[src/rtl/matrix_preload_engine.sv]
// matrix_preload_engine: writes N_MAT dim x dim pattern matrices into a shared
// single-port RAM over a ready/valid port, one element per accepted cycle.
module matrix_preload_engine #(
  parameter int DATA_W    = 9,
  parameter int DIM_MAX   = 5,
  parameter int N_MAT     = 2,
  parameter int ADDR_W    = 8,
  parameter int BASE_ADDR = 0,
  localparam int DIM_W    = $clog2(DIM_MAX + 1),
  localparam int MAT_W    = (N_MAT > 1) ? $clog2(N_MAT) : 1
) (
  input  logic              clk,
  input  logic              rst_n,
  input  logic              start,
  input  logic              abort,
  input  logic [1:0]        mode,
  input  logic [DIM_W-1:0]  dim,
  input  logic [DATA_W-1:0] seed,
  input  logic              wr_ready,
  output logic              wr_en,
  output logic [ADDR_W-1:0] wr_addr,
  output logic [DATA_W-1:0] wr_data,
  output logic [MAT_W-1:0]  wr_mat,
  output logic              busy,
  output logic              done,
  output logic              err
);

  localparam logic [1:0] S_IDLE  = 2'd0;
  localparam logic [1:0] S_WRITE = 2'd1;
  localparam logic [1:0] S_DONE  = 2'd2;

  localparam logic [1:0] MODE_RAMP  = 2'd0;
  localparam logic [1:0] MODE_FILL  = 2'd1;
  localparam logic [1:0] MODE_IDENT = 2'd2;

  logic [1:0]        state_q, state_d;
  logic [1:0]        mode_q, mode_d;
  logic [DIM_W-1:0]  dim_q, dim_d;
  logic [DATA_W-1:0] seed_q, seed_d;
  logic [MAT_W-1:0]  m_q, m_d;
  logic [DIM_W-1:0]  r_q, r_d;
  logic [DIM_W-1:0]  c_q, c_d;
  logic [DATA_W-1:0] idx_q, idx_d;
  logic              wr_en_q, wr_en_d;
  logic [ADDR_W-1:0] wr_addr_q, wr_addr_d;
  logic [DATA_W-1:0] wr_data_q, wr_data_d;
  logic [MAT_W-1:0]  wr_mat_q, wr_mat_d;
  logic              busy_q, busy_d;
  logic              done_q, done_d;
  logic              err_q, err_d;

  logic              dim_ok_s;
  logic [DIM_W-1:0]  dim_last_s;
  logic              accept_s;
  logic              last_s;

  function automatic logic [ADDR_W-1:0] elem_addr(input logic [MAT_W-1:0] m,
                                                   input logic [DIM_W-1:0] r,
                                                   input logic [DIM_W-1:0] c);
    logic [31:0] a;
    a = 32'(BASE_ADDR) + (32'(m) * 32'(DIM_MAX * DIM_MAX))
        + (32'(r) * 32'(DIM_MAX)) + 32'(c);
    return a[ADDR_W-1:0];
  endfunction

  // idx is the running element count, which equals m*dim*dim + r*dim + c
  function automatic logic [DATA_W-1:0] elem_data(input logic [1:0]        md,
                                                   input logic [DATA_W-1:0] sd,
                                                   input logic [DATA_W-1:0] idx,
                                                   input logic              diag);
    logic [DATA_W-1:0] v;
    case (md)
      MODE_RAMP:  v = sd + idx;
      MODE_FILL:  v = sd;
      MODE_IDENT: v = diag ? sd : {DATA_W{1'b0}};
      default:    v = {DATA_W{1'b0}};
    endcase
    return v;
  endfunction

  assign dim_ok_s   = (dim != {DIM_W{1'b0}}) && (dim <= DIM_W'(DIM_MAX));
  assign dim_last_s = dim_q - DIM_W'(1'b1);
  assign accept_s   = wr_en_q && wr_ready;
  assign last_s     = (m_q == MAT_W'(N_MAT - 1)) && (r_q == dim_last_s) && (c_q == dim_last_s);

  // Next-state, counter and registered-output computation
  always_comb begin
    state_d   = state_q;
    mode_d    = mode_q;
    dim_d     = dim_q;
    seed_d    = seed_q;
    m_d       = m_q;
    r_d       = r_q;
    c_d       = c_q;
    idx_d     = idx_q;
    wr_en_d   = wr_en_q;
    wr_addr_d = wr_addr_q;
    wr_data_d = wr_data_q;
    wr_mat_d  = wr_mat_q;
    busy_d    = busy_q;
    done_d    = 1'b0;
    err_d     = err_q;
    case (state_q)
      S_IDLE: begin
        if (start && dim_ok_s) begin
          mode_d    = mode;
          dim_d     = dim;
          seed_d    = seed;
          m_d       = {MAT_W{1'b0}};
          r_d       = {DIM_W{1'b0}};
          c_d       = {DIM_W{1'b0}};
          idx_d     = {DATA_W{1'b0}};
          err_d     = 1'b0;
          wr_en_d   = 1'b1;
          busy_d    = 1'b1;
          wr_addr_d = elem_addr({MAT_W{1'b0}}, {DIM_W{1'b0}}, {DIM_W{1'b0}});
          wr_data_d = elem_data(mode, seed, {DATA_W{1'b0}}, 1'b1);
          wr_mat_d  = {MAT_W{1'b0}};
          state_d   = S_WRITE;
        end else if (start) begin
          err_d   = 1'b1;
          done_d  = 1'b1;
          state_d = S_DONE;
        end else begin
          state_d = S_IDLE;
        end
      end
      S_WRITE: begin
        if (abort) begin
          wr_en_d = 1'b0;
          busy_d  = 1'b0;
          state_d = S_IDLE;
        end else if (accept_s && last_s) begin
          wr_en_d = 1'b0;
          busy_d  = 1'b0;
          done_d  = 1'b1;
          state_d = S_DONE;
        end else if (accept_s) begin
          if (c_q == dim_last_s) begin
            c_d = {DIM_W{1'b0}};
            if (r_q == dim_last_s) begin
              r_d = {DIM_W{1'b0}};
              m_d = m_q + MAT_W'(1'b1);
            end else begin
              r_d = r_q + DIM_W'(1'b1);
            end
          end else begin
            c_d = c_q + DIM_W'(1'b1);
          end
          idx_d     = idx_q + DATA_W'(1'b1);
          wr_addr_d = elem_addr(m_d, r_d, c_d);
          wr_data_d = elem_data(mode_q, seed_q, idx_d, r_d == c_d);
          wr_mat_d  = m_d;
        end else begin
          state_d = S_WRITE;
        end
      end
      S_DONE: begin
        state_d = S_IDLE;
      end
      default: begin
        state_d = S_IDLE;
      end
    endcase
  end

  // State, latched run parameters and output registers
  always_ff @(posedge clk or negedge rst_n) begin
    if (!rst_n) begin
      state_q   <= S_IDLE;
      mode_q    <= 2'd0;
      dim_q     <= {DIM_W{1'b0}};
      seed_q    <= {DATA_W{1'b0}};
      m_q       <= {MAT_W{1'b0}};
      r_q       <= {DIM_W{1'b0}};
      c_q       <= {DIM_W{1'b0}};
      idx_q     <= {DATA_W{1'b0}};
      wr_en_q   <= 1'b0;
      wr_addr_q <= {ADDR_W{1'b0}};
      wr_data_q <= {DATA_W{1'b0}};
      wr_mat_q  <= {MAT_W{1'b0}};
      busy_q    <= 1'b0;
      done_q    <= 1'b0;
      err_q     <= 1'b0;
    end else begin
      state_q   <= state_d;
      mode_q    <= mode_d;
      dim_q     <= dim_d;
      seed_q    <= seed_d;
      m_q       <= m_d;
      r_q       <= r_d;
      c_q       <= c_d;
      idx_q     <= idx_d;
      wr_en_q   <= wr_en_d;
      wr_addr_q <= wr_addr_d;
      wr_data_q <= wr_data_d;
      wr_mat_q  <= wr_mat_d;
      busy_q    <= busy_d;
      done_q    <= done_d;
      err_q     <= err_d;
    end
  end

  assign wr_en   = wr_en_q;
  assign wr_addr = wr_addr_q;
  assign wr_data = wr_data_q;
  assign wr_mat  = wr_mat_q;
  assign busy    = busy_q;
  assign done    = done_q;
  assign err     = err_q;

endmodule

[config.mk]
export PLATFORM = sky130hd
export DESIGN_NAME = matrix_preload_engine
export DESIGN_NICKNAME = d
export VERILOG_FILES = /design/src/rtl/matrix_preload_engine.sv
export SDC_FILE = /design/constraint.sdc
export NUM_CORES = 1
export LEC_CHECK = 0
export BUFFER_PORTS_ARGS = -buffer_cell sky130_fd_sc_hd__buf_2
export CAP_MARGIN = 20
export CORE_ASPECT_RATIO = 0.6
export CORE_MARGIN = 5
export CORE_UTILIZATION = 59
export DETAILED_ROUTE_END_ITERATION = 7
export GPL_TIMING_DRIVEN = 0
export PLACE_DENSITY = 0.8
export SYNTH_ARGS = -nofsm -noshare
export SYNTH_HDL_FRONTEND = slang
export SYNTH_SLANG_ARGS = --single-unit
[constraint.sdc]
create_clock -name clk -period 4.4 [get_ports clk]
set_input_delay 0.22 -clock clk [delete_from_list [all_inputs] [get_ports clk]]
set_output_delay 0.22 -clock clk [all_outputs]
set_load 0.01 [all_outputs]
Yosys cells after proc, flatten, opt, wreduce, memory -nomap -nowiden
Index checks and enable logic that the tools add are counted.
{ "classes": {"add_sub_neg": 8, "multipliers": 2, "div": 0, "n_lt_le_gt_ge": 1, "eq_ne": 14, "n_shift": 0, "n_mux": 66, "bitwise": 0, "n_reduce_logical": 17} }
{ "ops": {"columns": ["operator", "n"], "rows": [
  ["$mux W9", 10],
  ["$mux W3", 18],
  ["$pmux W9 S2", 2],
  ["$mux W8", 4],
  ["$pmux W9 S3", 1],
  ["$mux W1", 19],
  ["$pmux W8 S2", 1],
  ["$pmux W3 S2", 2],
  ["$mux W2", 5],
  ["$add A9 B1 Y9 const B", 1],
  ["$add A9 B9 Y9", 1],
  ["$eq A3 B3 Y1", 3],
  ["$add A7 B3 Y8", 1],
  ["$ne A2 B2 Y1 const B", 4],
  ["$add A6 B6 Y7", 1],
  ["$add A3 B1 Y3 const B", 2],
  ["$eq A2 B1 Y1 const B", 3],
  ["$logic_and A1 B1 Y1", 6],
  ["$logic_not A2 Y1", 3],
  ["$mul A1 B5 Y6 const B", 1],
  ["$mul A3 B3 Y6 const B", 1],
  ["$pmux W1 S2", 3],
  ["$reduce_and A5 Y1", 1],
  ["$eq A2 B2 Y1 const B", 2],
  ["other kinds (11)", 13]
]} }
{ "word_totals": {"ff_bits": 52, "latch_bits": 0, "ramBits": 0, "mem_bits_ro": 0, "elab_cells": 121, "n_memories": 0} }

Depth between registers and ports, before layout
Gate-level depths: netlist (run 1).
{ "logic_depth": {"ltp_word": 15, "mapped_depth": 18, "ltp_nobuf": 18} }

Worst setup path after synthesis (run 1)
Ideal clock, no wire load.
{ "synth_path": {"path_kind": "reg2reg", "start": "register dim_q[0]", "end": "register wr_addr_q[5], in the netlist wr_addr[5]", "setup_time_ps": 96, "arrival_time_ps": 3672, "t_required_ps": 4304, "slack_ps": 632, "path_stages_with_launch": 19, "path_buffers": 0, "period_less_slack_ps": 3768, "path_cell_list": "dfrtp_1 -> inv_1 -> ha_1 -> xnor2_1 -> nor3_4 -> ha_1 -> mux2i_1 -> inv_1 -> ha_1 -> inv_1 -> fa_1 -> inv_1 -> ha_1 -> inv_1 -> fa_1 -> nor2b_1 -> o21ai_0 -> xor2_1 -> o31ai_1"} }
{ "synth_via": {"elab_chain_len": 15} }
{ "synth_lines": {"columns": ["element", "line_no", "rtl"], "rows": [
  ["start, declared", "39", "logic [DIM_W-1:0] dim_q, dim_d;"],
  ["start signal, assigned", "173", "dim_q <= {DIM_W{1'b0}};"],
  ["start signal, assigned", "189", "dim_q <= dim_d;"],
  ["$sub A3 B1 Y3 (*)", "83", "assign dim_last_s = dim_q - DIM_W'(1'b1);"],
  ["$eq A3 B3 Y1", "85, 142", null],
  ["$mux W1 or $mux W3 (tied branches)", "142", "if (r_q == dim_last_s) begin"],
  ["$mux W1 or $mux W3 (tied branches)", "140", "if (c_q == dim_last_s) begin"],
  ["$mux W1 or $mux W3 (tied branches)", "139", "end else if (accept_s) begin"],
  ["$mux W1 or $mux W3 (tied branches)", "134", "end else if (accept_s && last_s) begin"],
  ["$mux W1 or $mux W3 (tied branches)", "130", "if (abort) begin"],
  ["$mux W1 or $mux W3 (tied branches)", "104", "case (state_q)"],
  ["$mul A1 B5 Y6 or $mul A3 B3 Y6 (tied branches)", "62, 63", null],
  ["$add A6 B6 Y7", "63", "+ (32'(r) * 32'(DIM_MAX)) + 32'(c);"],
  ["$add A7 B3 Y8", "63", null],
  ["$mux W8", "139", null],
  ["$mux W8", "134", null],
  ["$mux W8", "130", null],
  ["$pmux W8 S2", "104", null],
  ["end signal, assigned", "180", "wr_addr_q <= {ADDR_W{1'b0}};"],
  ["end signal, assigned", "196", "wr_addr_q <= wr_addr_d;"],
  ["end, declared", "46", "logic [ADDR_W-1:0] wr_addr_q, wr_addr_d;"]
]} }
Mark *: on every way between the ends. The rest lies on a longest branch, timed or not. The select of a mux whose other input is x is not followed.
A chain may end at the register's enable or synchronous reset.

Final worst setup path (run 1)
Ends and elaborated chain as after synthesis.

==> results of run 1 <==
timing repair:
action	CTS	global route
buffers inserted	0	1
endpoints found under the hold margin	23	0
gates resized for setup	0	3
hold buffers	1	0
endpoints found under the setup margin	0	3
final cells by class:
cell class | instances | share of cell area (%)
Sequential cell | 51 | 31.8
Multi-Input combinational cell | 304 | 52.4
Clock inverter | 3 | 1.68
Tap cell | 80 | 2.49
Timing Repair Buffer | 42 | 5.80
Buffer | 22 | 2.49
Clock buffer | 5 | 1.71
Inverter | 17 | 1.59
cell usage after synthesis, types with 2 or more instances:
cell type | n | area, um^2
nand2_1 | 82 | 308
dfrtp_1 | 51 | 1280
o21ai_0 | 41 | 205
ha_1 | 23 | 288
nor2_1 | 18 | 67.6
inv_1 | 17 | 63.8
xor2_1 | 12 | 105
clkbuf_1 | 10 | 37.5
xnor2_1 | 10 | 87.6
a21oi_1 | 9 | 45.0
buf_2 | 8 | 40.0
o31ai_1 | 8 | 60.1
nand3_1 | 7 | 35.0
a22oi_1 | 6 | 45.0
nor3_1 | 6 | 30.0
a31oi_1 | 5 | 31.3
fa_1 | 5 | 100
nor2b_1 | 5 | 31.3
a21o_1 | 4 | 30.0
a31o_2 | 4 | 35.0
nand2b_1 | 4 | 25.0
nor4_1 | 4 | 25.0
o211ai_1 | 4 | 30.0
a311o_1 | 3 | 30.0
o21a_1 | 3 | 22.5
a211o_1 | 2 | 17.5
a211oi_1 | 2 | 15.0
a311oi_1 | 2 | 17.5
and3_1 | 2 | 12.5
buf_1 | 2 | 7.51
buf_4 | 2 | 15.0
mux2i_1 | 2 | 20.0
nand4_1 | 2 | 12.5
nor3_4 | 2 | 32.5
o21bai_1 | 2 | 15.0
xnor3_1 | 2 | 45.0
xor3_1 | 2 | 47.6
critical path, delay by kind of cell, from the launching register on:
family	cells	cell delay (ns)
mux	1	0.34
xor+xnor	2	0.39
simple gates	2	0.60
flops	1	0.43
fa+ha+maj	5	1.49
buf+inv	5	0.42
compound gates	2	0.35
stage by stage:
step | worst slack, ns | power, mW | TNS (ns) | cell area, um^2 | hold slack [ns]
2_1_floorplan | 0.632 | 1.30 | 0 | 3540 | -0.0756
3_3_place_gp | 0.296 | 1.53 | 0 | 3830 | 0.429
3_5_place_dp | 0.101 | 1.56 | 0 | 3850 | 0.241
4_1_cts | 0.0887 | 1.96 | 0 | 4000 | 0.116
5_1_grt | -0.0124 | 2.13 | -0.0124 | 4010 | 0.103
6_report | 0.277 | 1.97 | 0 | 4010 | 0.121
worst max-delay path by stage:
stage | start | endpoint | slack (ns) | cells past startpoint
2_1_floorplan | dim_q[0]$_DFFE_PN0P_ | wr_addr[5]$_DFFE_PN0P_ | 0.63 | 18
3_3_place_gp | dim_q[0]$_DFFE_PN0P_ | wr_addr[5]$_DFFE_PN0P_ | 0.30 | 16
3_5_place_dp | dim_q[0]$_DFFE_PN0P_ | wr_addr[5]$_DFFE_PN0P_ | 0.10 | 16
4_1_cts | dim_q[0]$_DFFE_PN0P_ | wr_addr[5]$_DFFE_PN0P_ | 0.09 | 16
5_1_grt | dim_q[0]$_DFFE_PN0P_ | wr_addr[5]$_DFFE_PN0P_ | -0.01 | 17
6_report | dim_q[0]$_DFFE_PN0P_ | wr_addr[5]$_DFFE_PN0P_ | 0.28 | 17
layer usage:
metal / GRT usage (%) / up-vias / routed length [um]
met5: 0 / - / 0
met4: 5.12 / 0 / 104
met3: 5.89 / 16 / 844
met2: 36.2 / 140 / 3910
met1: 39.1 / 1550 / 4260
li1: - / 1482 / -
kinds of logic after synthesis:
kind of cell	count (synthesis)	share of synthesized area (%)
other	1	0.106
DFF	51	36.1
and+or+nand+nor	137	17.6
buffers and inverters	39	4.63
muxes	3	0.884
adders and majority gates	28	11.0
AOI/OAI and AO/OA	109	21.7
xor gates and xnor gates	26	8.06
power by group:
| part | internal [mW] | switching, mW | leakage, nW |
|---|---|---|---|
| Clock | 0.227 | 0.165 | 0.0644 |
| Sequential | 0.578 | 0.0921 | 0.665 |
| Combinational | 0.370 | 0.541 | 1.24 |
state kept, by name (all words and copies together) (netlist names):
register	count
busy	1
c_q	3
dim_q	3
done	1
err	1
idx_q	9
mode_q	2
r_q	3
seed_q	9
state_q	2
wr_addr	7
wr_data	9
wr_mat	1
==> qor.txt, run 1 <==
Status -> finished, final reports clean
Final Hold Fails -> 0
Slew Limit Fails -> 0
Ys Warns -> 0
Total gr overflow -> 0
DRT Wirelength -> 9120 um
Syn Nets -> 441
Crit path max-delay cell type -> dfrtp_2
First-pass GRT wire length -> 15300 um
EDFF count, synth -> 0
Leak -> 1.97 nW
Worst Hold Path EP -> seed_q[6]$_DFFE_PN0P_
Post-route minimum period -> 4.12 ns
Drt wl/cell -> 17.4 um
Number of buffers created by CTS -> 5
CP required -> 4.63 ns
Rows -> 21
Async SR Flop Fraction -> 100%
CP Cell Sequence -> inv_1 -> ha_1 -> xnor2_1 -> nor3_4 -> mux2i_2 -> inv_1 -> ha_1 -> inv_1 -> fa_1 -> inv_1 -> ha_1 -> inv_1 -> fa_1 -> nor2b_1 -> o21ai_0 -> xor2_1 -> o31ai_1
Initial antenna violation count -> 0
CTS Root Cell -> clkbuf_8
Syn avg cell area -> 8.98 um^2
FF-to-FF End -> wr_addr[5]$_DFFE_PN0P_
Syn Std Cell Area -> 3540 um^2
Max incr delay on CP -> 0.43 ns
Sequential fraction of the synthesis area -> 36.1%
CTS sink cnt -> 51
Detail Placement HPWL -> 6850 um
Chip height -> 70.0 um
Setup Viol. Count Final -> 0
CP Data Arrival Time -> 4.35 ns
Peak Freq -> 0.243 GHz
Clock skew -> 0.0133 ns
Residual DRC -> 0
Clk slew on worst S/H paths -> 0.10 ns
Area grow syn2layout -> 13.4%
Initial core utilization -> 62.1%
Reg2reg setup slack -> 0.28 ns
Share of layout cells above drive strength 1 -> 17.8%
I/O Buffers -> 39
Crit end category -> register
Vias per cell -> 6.08
Slew at the pin closest to its max-slew limit -> 0.856 ns
Distinct cells, synth -> 58
Max VDD drop -> 0.207 mV
HP Class -> input pin to register
Core area -> 5700 um^2
Die ar. -> 7700 um^2
Inst Count DP -> 514
Via count -> 3188
Clock Tree Buf Depth -> 2
Final cell count without fillers -> 524
Primary FF master, synth -> dfrtp_1
Max cap viols -> 0
Period utilisation layout -> 93.7%
Worst R2R Start -> dim_q[0]$_DFFE_PN0P_
Post-Synthesis Cells -> 394
Drt pass-1 iters -> 5
Worst-case reg-to-reg path depth -> 17
Most frequent cells in the layout -> nand2_1, dfrtp_1, buf_2
Seq cells post-synth -> 51
Core Util, Final -> 70.4%
Critical Path Most Common Cell -> inv_1
Gpl congestion -> 0.932
CP Class -> register to register
All-Layer GR Usage -> 25.4%
Largest net degree at the start of global routing -> 29
Vias in the first global route -> 3068
HP Start -> seed[6]
Sequential Area -> 1280 um^2
Initial DRC Count -> 216
CP Max Fanout -> 8
Worst Setup Start Kind -> register
Routed Antenna Nets -> 0
H-tree depth -> 2
Antenna cell count -> 0
Footprint of the multi-input gates -> 2100 um^2
Relative slew margins -> 42.9%
Die width -> 110 um
Fillers -> 478
PD cells -> 492 nW/um^2
Leading cell type in the layout, fill and taps excluded -> nand2_1
Fin nets -> 490
IO Pins -> 41
Hold Crit Depth -> 3
Clock latency at the later pin of the worst-skew pair -> 0.31 ns
CTS tree -> done
(Power assumes the default switching activity.)
==> run 2, diff against run 1 <==
--- a/config.mk
+++ b/config.mk
@@ -9,10 +9,10 @@
 export CAP_MARGIN = 20
 export CORE_ASPECT_RATIO = 0.6
 export CORE_MARGIN = 5
-export CORE_UTILIZATION = 59
+export CORE_UTILIZATION = 53
 export DETAILED_ROUTE_END_ITERATION = 7
 export GPL_TIMING_DRIVEN = 0
-export PLACE_DENSITY = 0.8
+export PLACE_DENSITY = 0.76
 export SYNTH_ARGS = -nofsm -noshare
 export SYNTH_HDL_FRONTEND = slang
 export SYNTH_SLANG_ARGS = --single-unit
==> constraint.sdc (replaced) <==
create_clock -name clk -period 3.4 [get_ports clk]
set_input_delay 0.17 -clock clk [delete_from_list [all_inputs] [get_ports clk]]
set_output_delay 0.17 -clock clk [all_outputs]
set_load 0.01 [all_outputs]
==> qor.txt, run 2 (synthesis results as in run 1) <==
Status -> finished with violations
Failing checks -> setup timing
Number of buffers created by CTS -> 5
Leak -> 2.04 nW
RSZ-0062 raised after global routing -> true
Total gr overflow -> 0
Die ar. -> 8470 um^2
CTS Root Cell -> clkbuf_8
Drt pass-1 iters -> 5
Fillers -> 529
Max cap viols -> 0
Clock Tree Buf Depth -> 2
Leading cell type in the layout, fill and taps excluded -> nand2_1
Slew Limit Fails -> 0
Relative slew margins -> 45.9%
Antenna cell count -> 0
Largest net degree at the start of global routing -> 30
Peak Freq -> 0.277 GHz
HP Class -> input pin to register
Period utilisation layout -> 106%
Setup Viol. Count Final -> 2
Crit end category -> register
Chip height -> 73.3 um
Area grow syn2layout -> 20.8%
Inst Count DP -> 521
IO Pins -> 41
All-Layer GR Usage -> 23.7%
GR Util met1 -> 37.0%
H-tree depth -> 2
Total Neg Setup Slack -> -0.224 ns
Grt met3 use -> 4.94%
CP Data Arrival Time -> 3.81 ns
Post-route minimum period -> 3.61 ns
CTS sink cnt -> 51
Core Util, Final -> 64.9%
Detail Placement HPWL -> 6980 um
PD cells -> 629 nW/um^2
Final cell count without fillers -> 546
Core area -> 6590 um^2
Gr busiest metal -> met1
Share of layout cells above drive strength 1 -> 25.5%
Worst Setup Start Kind -> register
Via count -> 3256
Most frequent cells in the layout -> nand2_1, dfrtp_1, buf_2
Worst-case reg-to-reg path depth -> 19
CP Max Fanout -> 4
Initial antenna violation count -> 0
Final Hold Fails -> 0
Vias per cell -> 5.96
Max VDD drop -> 0.299 mV
Initial DRC Count -> 461
Clock skew -> 0.0187 ns
Rows -> 23
Residual DRC -> 0
Clk slew on worst S/H paths -> 0.09 ns
Initial core utilization -> 53.7%
Routed Antenna Nets -> 0
Hold WS -> 0.0612 ns
Die width -> 116 um
CP Class -> register to register
Clock latency at the later pin of the worst-skew pair -> 0.32 ns
Gpl congestion -> 0.856
I/O Buffers -> 39
Vias in the first global route -> 2993
CTS tree -> done
Slew at the pin closest to its max-slew limit -> 0.811 ns
CP required -> 3.61 ns
Final setup margin -> -0.206 ns
First-pass GRT wire length -> 15400 um
GR Layer Usage met2 -> 32.6%
DRT Wirelength -> 9620 um
Hold Crit Depth -> 3
Fin nets -> 506
Drt wl/cell -> 17.6 um
-- run 2: cell count changes in the layout (fill, tap and decap cells not counted), moves of 5 or more --
| cell | change |
|---|---|
| buf_4 | +15 |
| ha_1 | -7 |
| ha_4 | +5 |
| inv_1 | -5 |
| inv_2 | +5 |
-- run 2: what timing repair did --
action	4_1_cts	5_1_grt
gates resized for setup	17	17
buffers inserted	9	9
endpoints found under the hold margin	22	0
gates cloned	0	0
pin swaps	5	8
hold buffers	1	0
endpoints found under the setup margin	5	5
-- run 2: routing by layer --
| layer | routed length (um) | share of wire (%) |
|---|---|---|
| met5 | 0 | 0 |
| met3 | 994 | 10 |
| met2 | 3930 | 41 |
| met1 | 4570 | 47 |
| met4 | 120 | 1.2 |
-- run 2: critical path: stages (launching register included) --
cell	delay [ns]
dfrtp_2	0.42
inv_2	0.08
ha_4	0.15
xor3_1	0.25
nor3_4	0.18
buf_6	0.15
ha_4	0.21
mux2i_4	0.15
inv_2	0.07
ha_4	0.15
inv_2	0.04
fa_1	0.40
inv_1	0.07
ha_2	0.19
inv_2	0.04
fa_2	0.36
nor2b_4	0.14
o21ai_2	0.06
xor2_1	0.15
o31ai_1	0.22
-- run 2: worst paths after layout --
kind / startpoint / endpoint / slack [ns]
setup / recovery: dim_q[0]$_DFFE_PN0P_ / wr_addr[5]$_DFFE_PN0P_ / -0.21
hold / removal: seed[3] / seed_q[3]$_DFFE_PN0P_ / 0.06
setup reg to reg: dim_q[0]$_DFFE_PN0P_ / wr_addr[5]$_DFFE_PN0P_ / -0.21
hold reg to reg: wr_addr[4]$_DFFE_PN0P_ / wr_addr[4]$_DFFE_PN0P_ / 0.49
max in group asynchronous: rst_n / idx_q[7]$_DFFE_PN0P_ / 2.47
min in group asynchronous: rst_n / err$_DFFE_PN0P_ / 0.36
-- run 2: layout make-up --
type | instances | area (um^2) | area share (%)
multi-input combinational | 304 | 2260 | 52.9
clock buffer | 6 | 72.6 | 1.70
inverter | 17 | 63.8 | 1.49
sequential | 51 | 1280 | 29.9
clock inverter | 1 | 30.0 | 0.702
tap | 87 | 109 | 2.55
buffer | 21 | 95.1 | 2.22
timing repair buffer | 59 | 368 | 8.60
-- run 2: where the power goes --
group	switching (mW)	total, mW	internal [mW]
clock network	0.207	0.423	0.216
logic	0.778	1.40	0.621
registers	0.119	0.868	0.748
-- run 2: metrics by stage --
| stage | setup WS (ns) | instance area (um^2) | power [mW] |
|---|---|---|---|
| after global routing | -0.304 | 4280 | 2.88 |
| final | -0.206 | 4280 | 2.69 |
| after CTS | -0.279 | 4140 | 2.58 |
| after global placement | -0.532 | 3860 | 2.00 |
| after detailed placement | -0.688 | 3880 | 2.05 |
| after floorplan | -0.243 | 3550 | 1.70 |
